`config.mk`:
```
export PLATFORM = sky130hd
export DESIGN_NAME = control_unit_flat
export DESIGN_NICKNAME = d
export VERILOG_FILES = /design/src/rtl/control_unit_pkg.sv /design/src/rtl/control_unit_if.sv /design/src/rtl/control_unit_alu_decoder.sv /design/src/rtl/control_unit.sv /design/src/flat_wrapper.sv
export SDC_FILE = /design/constraint.sdc
export NUM_CORES = 1
export LEC_CHECK = 0
export BUFFER_PORTS_ARGS = -buffer_cell sky130_fd_sc_hd__buf_2
export CORE_AREA = 3 3 40 42
export CTS_CLUSTER_SIZE = 14
export DETAILED_ROUTE_END_ITERATION = 16
export DIE_AREA = 0 0 43 45
export GPL_ROUTABILITY_DRIVEN = 0
export PLACE_DENSITY = 0.69
export SYNTH_ARGS = -nofsm -noshare
export SYNTH_HDL_FRONTEND = slang
export SYNTH_SLANG_ARGS = --single-unit
```
`constraint.sdc`:
```
create_clock -name clk -period 3.7 [get_ports clk]
set_clock_uncertainty 0.05 [all_clocks]
set_input_delay 0.37 -clock clk [delete_from_list [all_inputs] [get_ports clk]]
set_output_delay 0.37 -clock clk [all_outputs]
set_load 0.02 [all_outputs]
```
`src/rtl/control_unit_pkg.sv`:
```
// Opcode/Funct encodings, ALU operation codes and the bundled control strobes
// shared by the MIPS main control decoder and its ALU decoder.
package control_unit_pkg;

    localparam logic [5:0] OP_RTYPE = 6'b000000;
    localparam logic [5:0] OP_LW    = 6'b100011;
    localparam logic [5:0] OP_SW    = 6'b101011;
    localparam logic [5:0] OP_BEQ   = 6'b000100;
    localparam logic [5:0] OP_ADDI  = 6'b001000;
    localparam logic [5:0] OP_J     = 6'b000010;

    localparam logic [5:0] F_ADD = 6'b100000;
    localparam logic [5:0] F_SUB = 6'b100010;
    localparam logic [5:0] F_AND = 6'b100100;
    localparam logic [5:0] F_OR  = 6'b100101;
    localparam logic [5:0] F_SLT = 6'b101010;

    typedef enum logic [1:0] {
        ALUOP_ADD   = 2'b00,
        ALUOP_SUB   = 2'b01,
        ALUOP_FUNCT = 2'b10,
        ALUOP_RSVD  = 2'b11
    } aluop_e;

    typedef enum logic [2:0] {
        ALU_AND = 3'b000,
        ALU_OR  = 3'b001,
        ALU_ADD = 3'b010,
        ALU_SUB = 3'b110,
        ALU_SLT = 3'b111
    } alucontrol_e;

    typedef struct packed {
        logic   reg_write;
        logic   reg_dst;
        logic   alu_src;
        logic   branch;
        logic   mem_write;
        logic   mem_to_reg;
        aluop_e alu_op;
        logic   jump;
    } ctrl_t;

endpackage

```
`src/rtl/control_unit_if.sv`:
```
// Instruction fields in, registered datapath control out.
// IllegalOp exists only when CU_ILLEGAL_OP_EN is defined.
interface control_unit_if;
    logic [5:0] Op;
    logic [5:0] Funct;
    logic [1:0] ALUOp;
    logic [2:0] ALUControl;
    logic       MemtoReg;
    logic       MemWrite;
    logic       Branch;
    logic       ALUSrc;
    logic       RegDst;
    logic       RegWrite;
    logic       Jump;
`ifdef CU_ILLEGAL_OP_EN
    logic       IllegalOp;

    modport master (output Op, Funct,
                    input  ALUOp, ALUControl, MemtoReg, MemWrite, Branch,
                           ALUSrc, RegDst, RegWrite, Jump, IllegalOp);
    modport slave  (input  Op, Funct,
                    output ALUOp, ALUControl, MemtoReg, MemWrite, Branch,
                           ALUSrc, RegDst, RegWrite, Jump, IllegalOp);
`else
    modport master (output Op, Funct,
                    input  ALUOp, ALUControl, MemtoReg, MemWrite, Branch,
                           ALUSrc, RegDst, RegWrite, Jump);
    modport slave  (input  Op, Funct,
                    output ALUOp, ALUControl, MemtoReg, MemWrite, Branch,
                           ALUSrc, RegDst, RegWrite, Jump);
`endif
endinterface

```
`src/rtl/control_unit_alu_decoder.sv`:
```
// Combinational (ALUOp, Funct) -> ALUControl. With CU_ILLEGAL_OP_EN it also
// flags an unsupported Funct on the R-type path.
module alu_decoder
    import control_unit_pkg::*;
(
    input  logic [1:0] alu_op,
    input  logic [5:0] funct,
`ifdef CU_ILLEGAL_OP_EN
    output logic       funct_illegal,
`endif
    output logic [2:0] alu_control
);

    always_comb begin
        alu_control = ALU_ADD;
`ifdef CU_ILLEGAL_OP_EN
        funct_illegal = 1'b0;
`endif
        // Funct is only examined on the R-type path so X/Z elsewhere is harmless.
        case (alu_op)
            ALUOP_ADD:   alu_control = ALU_ADD;
            ALUOP_SUB:   alu_control = ALU_SUB;
            ALUOP_FUNCT: begin
                case (funct)
                    F_ADD:   alu_control = ALU_ADD;
                    F_SUB:   alu_control = ALU_SUB;
                    F_AND:   alu_control = ALU_AND;
                    F_OR:    alu_control = ALU_OR;
                    F_SLT:   alu_control = ALU_SLT;
                    default: begin
                        alu_control = ALU_AND;
`ifdef CU_ILLEGAL_OP_EN
                        funct_illegal = 1'b1;
`endif
                    end
                endcase
            end
            default:     alu_control = ALU_ADD;
        endcase
    end

endmodule

```
`src/rtl/control_unit.sv`:
```
// MIPS main control decoder with registered outputs (one cycle latency).
// Optional CU_ILLEGAL_OP_EN adds a registered IllegalOp flag.
module control_unit
    import control_unit_pkg::*;
(
    input  logic           clk,
    input  logic           rst_n,
    control_unit_if.slave  bus
);

    ctrl_t      ctrl_raw;
    ctrl_t      ctrl_d, ctrl_q;
    logic       op_known;
    logic [2:0] alu_dec_ctrl;
    logic [2:0] alu_control_d, alu_control_q;
`ifdef CU_ILLEGAL_OP_EN
    logic       funct_bad;
    logic       illegal_d, illegal_q;
`endif

    always_comb begin
        ctrl_raw = '0;
        op_known = 1'b1;
        case (bus.Op)
            OP_RTYPE: begin
                ctrl_raw.reg_write = 1'b1;
                ctrl_raw.reg_dst   = 1'b1;
                ctrl_raw.alu_op    = ALUOP_FUNCT;
            end
            OP_LW: begin
                ctrl_raw.reg_write  = 1'b1;
                ctrl_raw.alu_src    = 1'b1;
                ctrl_raw.mem_to_reg = 1'b1;
            end
            OP_SW: begin
                ctrl_raw.alu_src   = 1'b1;
                ctrl_raw.mem_write = 1'b1;
            end
            OP_BEQ: begin
                ctrl_raw.branch = 1'b1;
                ctrl_raw.alu_op = ALUOP_SUB;
            end
            OP_ADDI: begin
                ctrl_raw.reg_write = 1'b1;
                ctrl_raw.alu_src   = 1'b1;
            end
            OP_J:     ctrl_raw.jump = 1'b1;
            default:  op_known = 1'b0;
        endcase
    end

    alu_decoder u_alu_decoder (
        .alu_op        (ctrl_raw.alu_op),
        .funct         (bus.Funct),
`ifdef CU_ILLEGAL_OP_EN
        .funct_illegal (funct_bad),
`endif
        .alu_control   (alu_dec_ctrl)
    );

    // Unknown opcodes are a NOP: every output, ALUControl included, goes to 0.
    always_comb begin
        ctrl_d        = ctrl_raw;
        alu_control_d = op_known ? alu_dec_ctrl : ALU_AND;
`ifdef CU_ILLEGAL_OP_EN
        illegal_d = !op_known || funct_bad;
        if (funct_bad) begin
            ctrl_d.reg_write = 1'b0;
        end
`endif
    end

    always_ff @(posedge clk) begin
        if (!rst_n) begin
            ctrl_q        <= '0;
            alu_control_q <= '0;
`ifdef CU_ILLEGAL_OP_EN
            illegal_q     <= 1'b0;
`endif
        end else begin
            ctrl_q        <= ctrl_d;
            alu_control_q <= alu_control_d;
`ifdef CU_ILLEGAL_OP_EN
            illegal_q     <= illegal_d;
`endif
        end
    end

    assign bus.RegWrite   = ctrl_q.reg_write;
    assign bus.RegDst     = ctrl_q.reg_dst;
    assign bus.ALUSrc     = ctrl_q.alu_src;
    assign bus.Branch     = ctrl_q.branch;
    assign bus.MemWrite   = ctrl_q.mem_write;
    assign bus.MemtoReg   = ctrl_q.mem_to_reg;
    assign bus.ALUOp      = ctrl_q.alu_op;
    assign bus.Jump       = ctrl_q.jump;
    assign bus.ALUControl = alu_control_q;
`ifdef CU_ILLEGAL_OP_EN
    assign bus.IllegalOp  = illegal_q;
`endif

endmodule

```
`src/flat_wrapper.sv`:
```
// flat-port wrapper written by rule: the top's interface ports become plain ports
module control_unit_flat import control_unit_pkg::*;
  (clk, rst_n, bus_Op, bus_Funct, bus_ALUOp, bus_ALUControl, bus_MemtoReg, bus_MemWrite, bus_Branch, bus_ALUSrc, bus_RegDst, bus_RegWrite, bus_Jump);
  control_unit_if bus_i ();
  input  logic clk;
  input  logic rst_n;
  input wire logic [$bits(bus_i.Op)-1:0] bus_Op;
  input wire logic [$bits(bus_i.Funct)-1:0] bus_Funct;
  output wire logic [$bits(bus_i.ALUOp)-1:0] bus_ALUOp;
  output wire logic [$bits(bus_i.ALUControl)-1:0] bus_ALUControl;
  output wire logic [$bits(bus_i.MemtoReg)-1:0] bus_MemtoReg;
  output wire logic [$bits(bus_i.MemWrite)-1:0] bus_MemWrite;
  output wire logic [$bits(bus_i.Branch)-1:0] bus_Branch;
  output wire logic [$bits(bus_i.ALUSrc)-1:0] bus_ALUSrc;
  output wire logic [$bits(bus_i.RegDst)-1:0] bus_RegDst;
  output wire logic [$bits(bus_i.RegWrite)-1:0] bus_RegWrite;
  output wire logic [$bits(bus_i.Jump)-1:0] bus_Jump;
  assign bus_i.Op = bus_Op;
  assign bus_i.Funct = bus_Funct;
  assign bus_ALUOp = bus_i.ALUOp;
  assign bus_ALUControl = bus_i.ALUControl;
  assign bus_MemtoReg = bus_i.MemtoReg;
  assign bus_MemWrite = bus_i.MemWrite;
  assign bus_Branch = bus_i.Branch;
  assign bus_ALUSrc = bus_i.ALUSrc;
  assign bus_RegDst = bus_i.RegDst;
  assign bus_RegWrite = bus_i.RegWrite;
  assign bus_Jump = bus_i.Jump;
  control_unit u_core (.clk(clk), .rst_n(rst_n), .bus(bus_i));
endmodule
```
==> results by group <==
Route
  • Vias post-DR: 455
  • DRT Pass-1 Iters: 2
  • Final ANT Viol Nets: 0
  • Post-Route WL: 895 um
  • WL/cell: 9.421 um
  • Residual DRC: 0
  • Vias per cell: 4.789
  • DRT iter0 DRCs: 1

Synth
  • Simple-Gate Fraction of Synth Area: 37.81%
  • XOR/XNOR share of the synthesized area: 0%
  • Count of state elements after synthesis: 11
  • Synth area leaders: dfxtp_1 44%, ha_1 7.5%, nor4_2 5.0%, or4b_1 4.0%, and3b_1 3.5%
  • Mux contribution to synthesized area: 0%
  • Syn. warnings: 0
  • Netlist cell types: 24
  • Largest family of logic cells by synthesized area: simple AND/OR/NAND/NOR gates
  • Share of synthesized registers carrying an async set or reset: 0%
  • Post-synthesis compound-gate area fraction: 7.214%
  • Cell Area, Synth: 503.0 um2
  • Synthesized area per cell: 9.673 um2
  • Mapped Nets: 69
  • Sequential share of the synthesized area: 43.78%
  • EDFF count, synth: 0
  • Mapped Cells: 52
  • Synth Area in Adders: 7.463%
  • Synth top area share: 43.78%
  • Ys flop type: dfxtp_1
  • Cell taking the most area after synthesis: dfxtp_1

Timing
  • Min Tclk post-route: 1.943 ns
  • Final worst slack: 1.757 ns
  • Final hold vios: 0
  • Fmax: 514.6 MHz
  • Slew at the pin closest to its max-slew limit: 0.2396 ns
  • Pins Over Slew Limit: 0
  • RSZ-0062 raised after global routing: false
  • Setup TNS: 0 ns
  • Part of the cycle the worst path needs: 52.52%
  • Final setup viols: 0
  • Worst slew margin: 83.94%

Cells and area
  • Area Overhead vs Synth: 32.34%
  • Fillers: 117
  • N_diodes: 0
  • Flip-flop count of the largest register after layout: 3
  • Multi-input logic area: 264.0 um2
  • Final instance area: 665.6 um2
  • Nets: 98
  • Share of cells above drive strength 1: 41.25%
  • Storage element area: 220.2 um2

Placed design
  • Port Buffer Count: 25
  • Area after DPL: 639.4 um2
  • Post-DP HPWL: 778.4 um
  • Post-place setup slack: 1.454 ns

Power
  • Pwr dens: 327.7 nW/um2
  • Leak: 0.3156 nW
  • Peak VDD IR: 0.0001005 V

Floorplanning
  • Core area: 1285 um2
  • Die Y: 45 um
  • Top Ports: 26
  • Row count: 13
  • DIE AREA: 1935 um2
  • Starting Density: 39.14%
  • Die Wd: 43 um

Clocking
  • Clk buf depth: 2
  • Root Buffer: clkbuf_4
  • H-tree depth: 1
  • TritonCTS Buffers: 3
  • Reg clk slew, reported paths: 0.06 ns
  • CTS Hold Bufs: 0
  • CTS sink count: 11
  • Post-CTS setup buffer count: 0
  • Cts repair resizes: 0
  • TritonCTS clock tree: done

Min path
  • Worst Hold Class: in2reg

Global route
  • Leftover overflow at the end of global routing: 0
  • Initial antenna violation count: 0
  • Vias in the first global route: 364
  • Global router's overall resource usage: 10.28%
  • First-pass GRT wire length: 1449 um
  • Largest net degree at the start of global routing: 7

Setup path
  • Startpoint Class: input port
  • Req. time, crit path: 3.81 ns
  • Critical path class: in2reg
  • Worst Path Max Fanout: 6
  • Element type at the critical path end: register
  • Worst EP arrival: 2.06 ns

Outcome
  • Status: complete, no violations

Flow run
  • Max-cap violations: 0
[metrics by stage]
step | power, mW | hold WS, ns | cells | util, %
2_1_floorplan | 0.1337 | 0.3993 | 52 | -
3_3_place_gp | 0.1461 | 0.5470 | 91 | 49.76
3_5_place_dp | 0.1463 | 0.5527 | 91 | 49.76
4_1_cts | 0.2212 | 0.2818 | 95 | 51.80
5_1_grt | 0.2298 | 0.2991 | 95 | 51.80
6_report | 0.2181 | 0.2968 | 95 | 51.80
[cells by family (layout without fill, tap and decap cells)]
group	Yosys count	count (layout)
buffers and inverters	4	32
AO/OA/AOI/OAI	6	6
AND/OR/NAND/NOR	28	28
flip-flops	11	11
adder cells (fa/ha/maj)	3	3
[report_power, final]
group | total (mW) | internal (mW) | switching (mW)
sequential | 0.119 | 0.119 | 0.000154
combinational | 0.0242 | 0.0111 | 0.0131
clock | 0.0745 | 0.0415 | 0.0331
total | 0.218 | 0.172 | 0.0463
[layout make-up]
| cell class | count | share of cell area, % |
|---|---|---|
| clock buffer | 4 | 3.947 |
| inverter | 3 | 1.692 |
| multi-input combinational | 37 | 39.66 |
| sequential | 11 | 33.08 |
| tap | 15 | 2.820 |
| timing repair buffer | 25 | 18.80 |
[cells in the final DEF (no fill, tap or decap), drive strengths merged, types with 2 or more instances in the layout]
master / count
buf: 25
inv: 3
clkbuf: 4
a31oi: 2
ha: 3
or4b: 2
and2: 2
nor3: 4
nor2: 4
dfxtp: 11
nand2: 4
and3b: 2
nor4: 2
o21ai: 2
[worst max-delay path: stages]
cell and delay [ns]:
buf_2 0.13, or4_1 0.56, nor3_2 0.21, inv_1 0.10, ha_1 0.22, o21ai_0 0.08
nand2_1 0.12, nor4_2 0.28
[per-layer routing]
| layer | GRT usage, % | part of all wire [%] | vias to the layer above |
|---|---|---|---|
| met5 | 0 | 0 | - |
| met3 | 2.789 | 7.4 | 0 |
| met4 | 9.036 | 0 | 0 |
| li1 | - | - | 248 |
| met1 | 12.68 | 42 | 196 |
| met2 | 14.67 | 51 | 11 |
[path summary, 6_finish.rpt]
check	startpoint	end	slack, ns	cells past startpoint
setup / recovery	bus_Op[3]	u_core.bus.ALUControl[0]	1.76	8
hold / removal	bus_Op[3]	u_core.bus.MemtoReg	0.30	2
[cells in the mapped netlist, types with 2 or more instances]
cell type and number:
a31oi_1 2, and2_1 2, and3b_1 2, dfxtp_1 11, ha_1 3, inv_1 3
nand2_1 4, nor2_1 4, nor3_1 3, nor4_2 2, o21ai_0 2, or4b_1 2
Power figures use the tool's default switching activity.
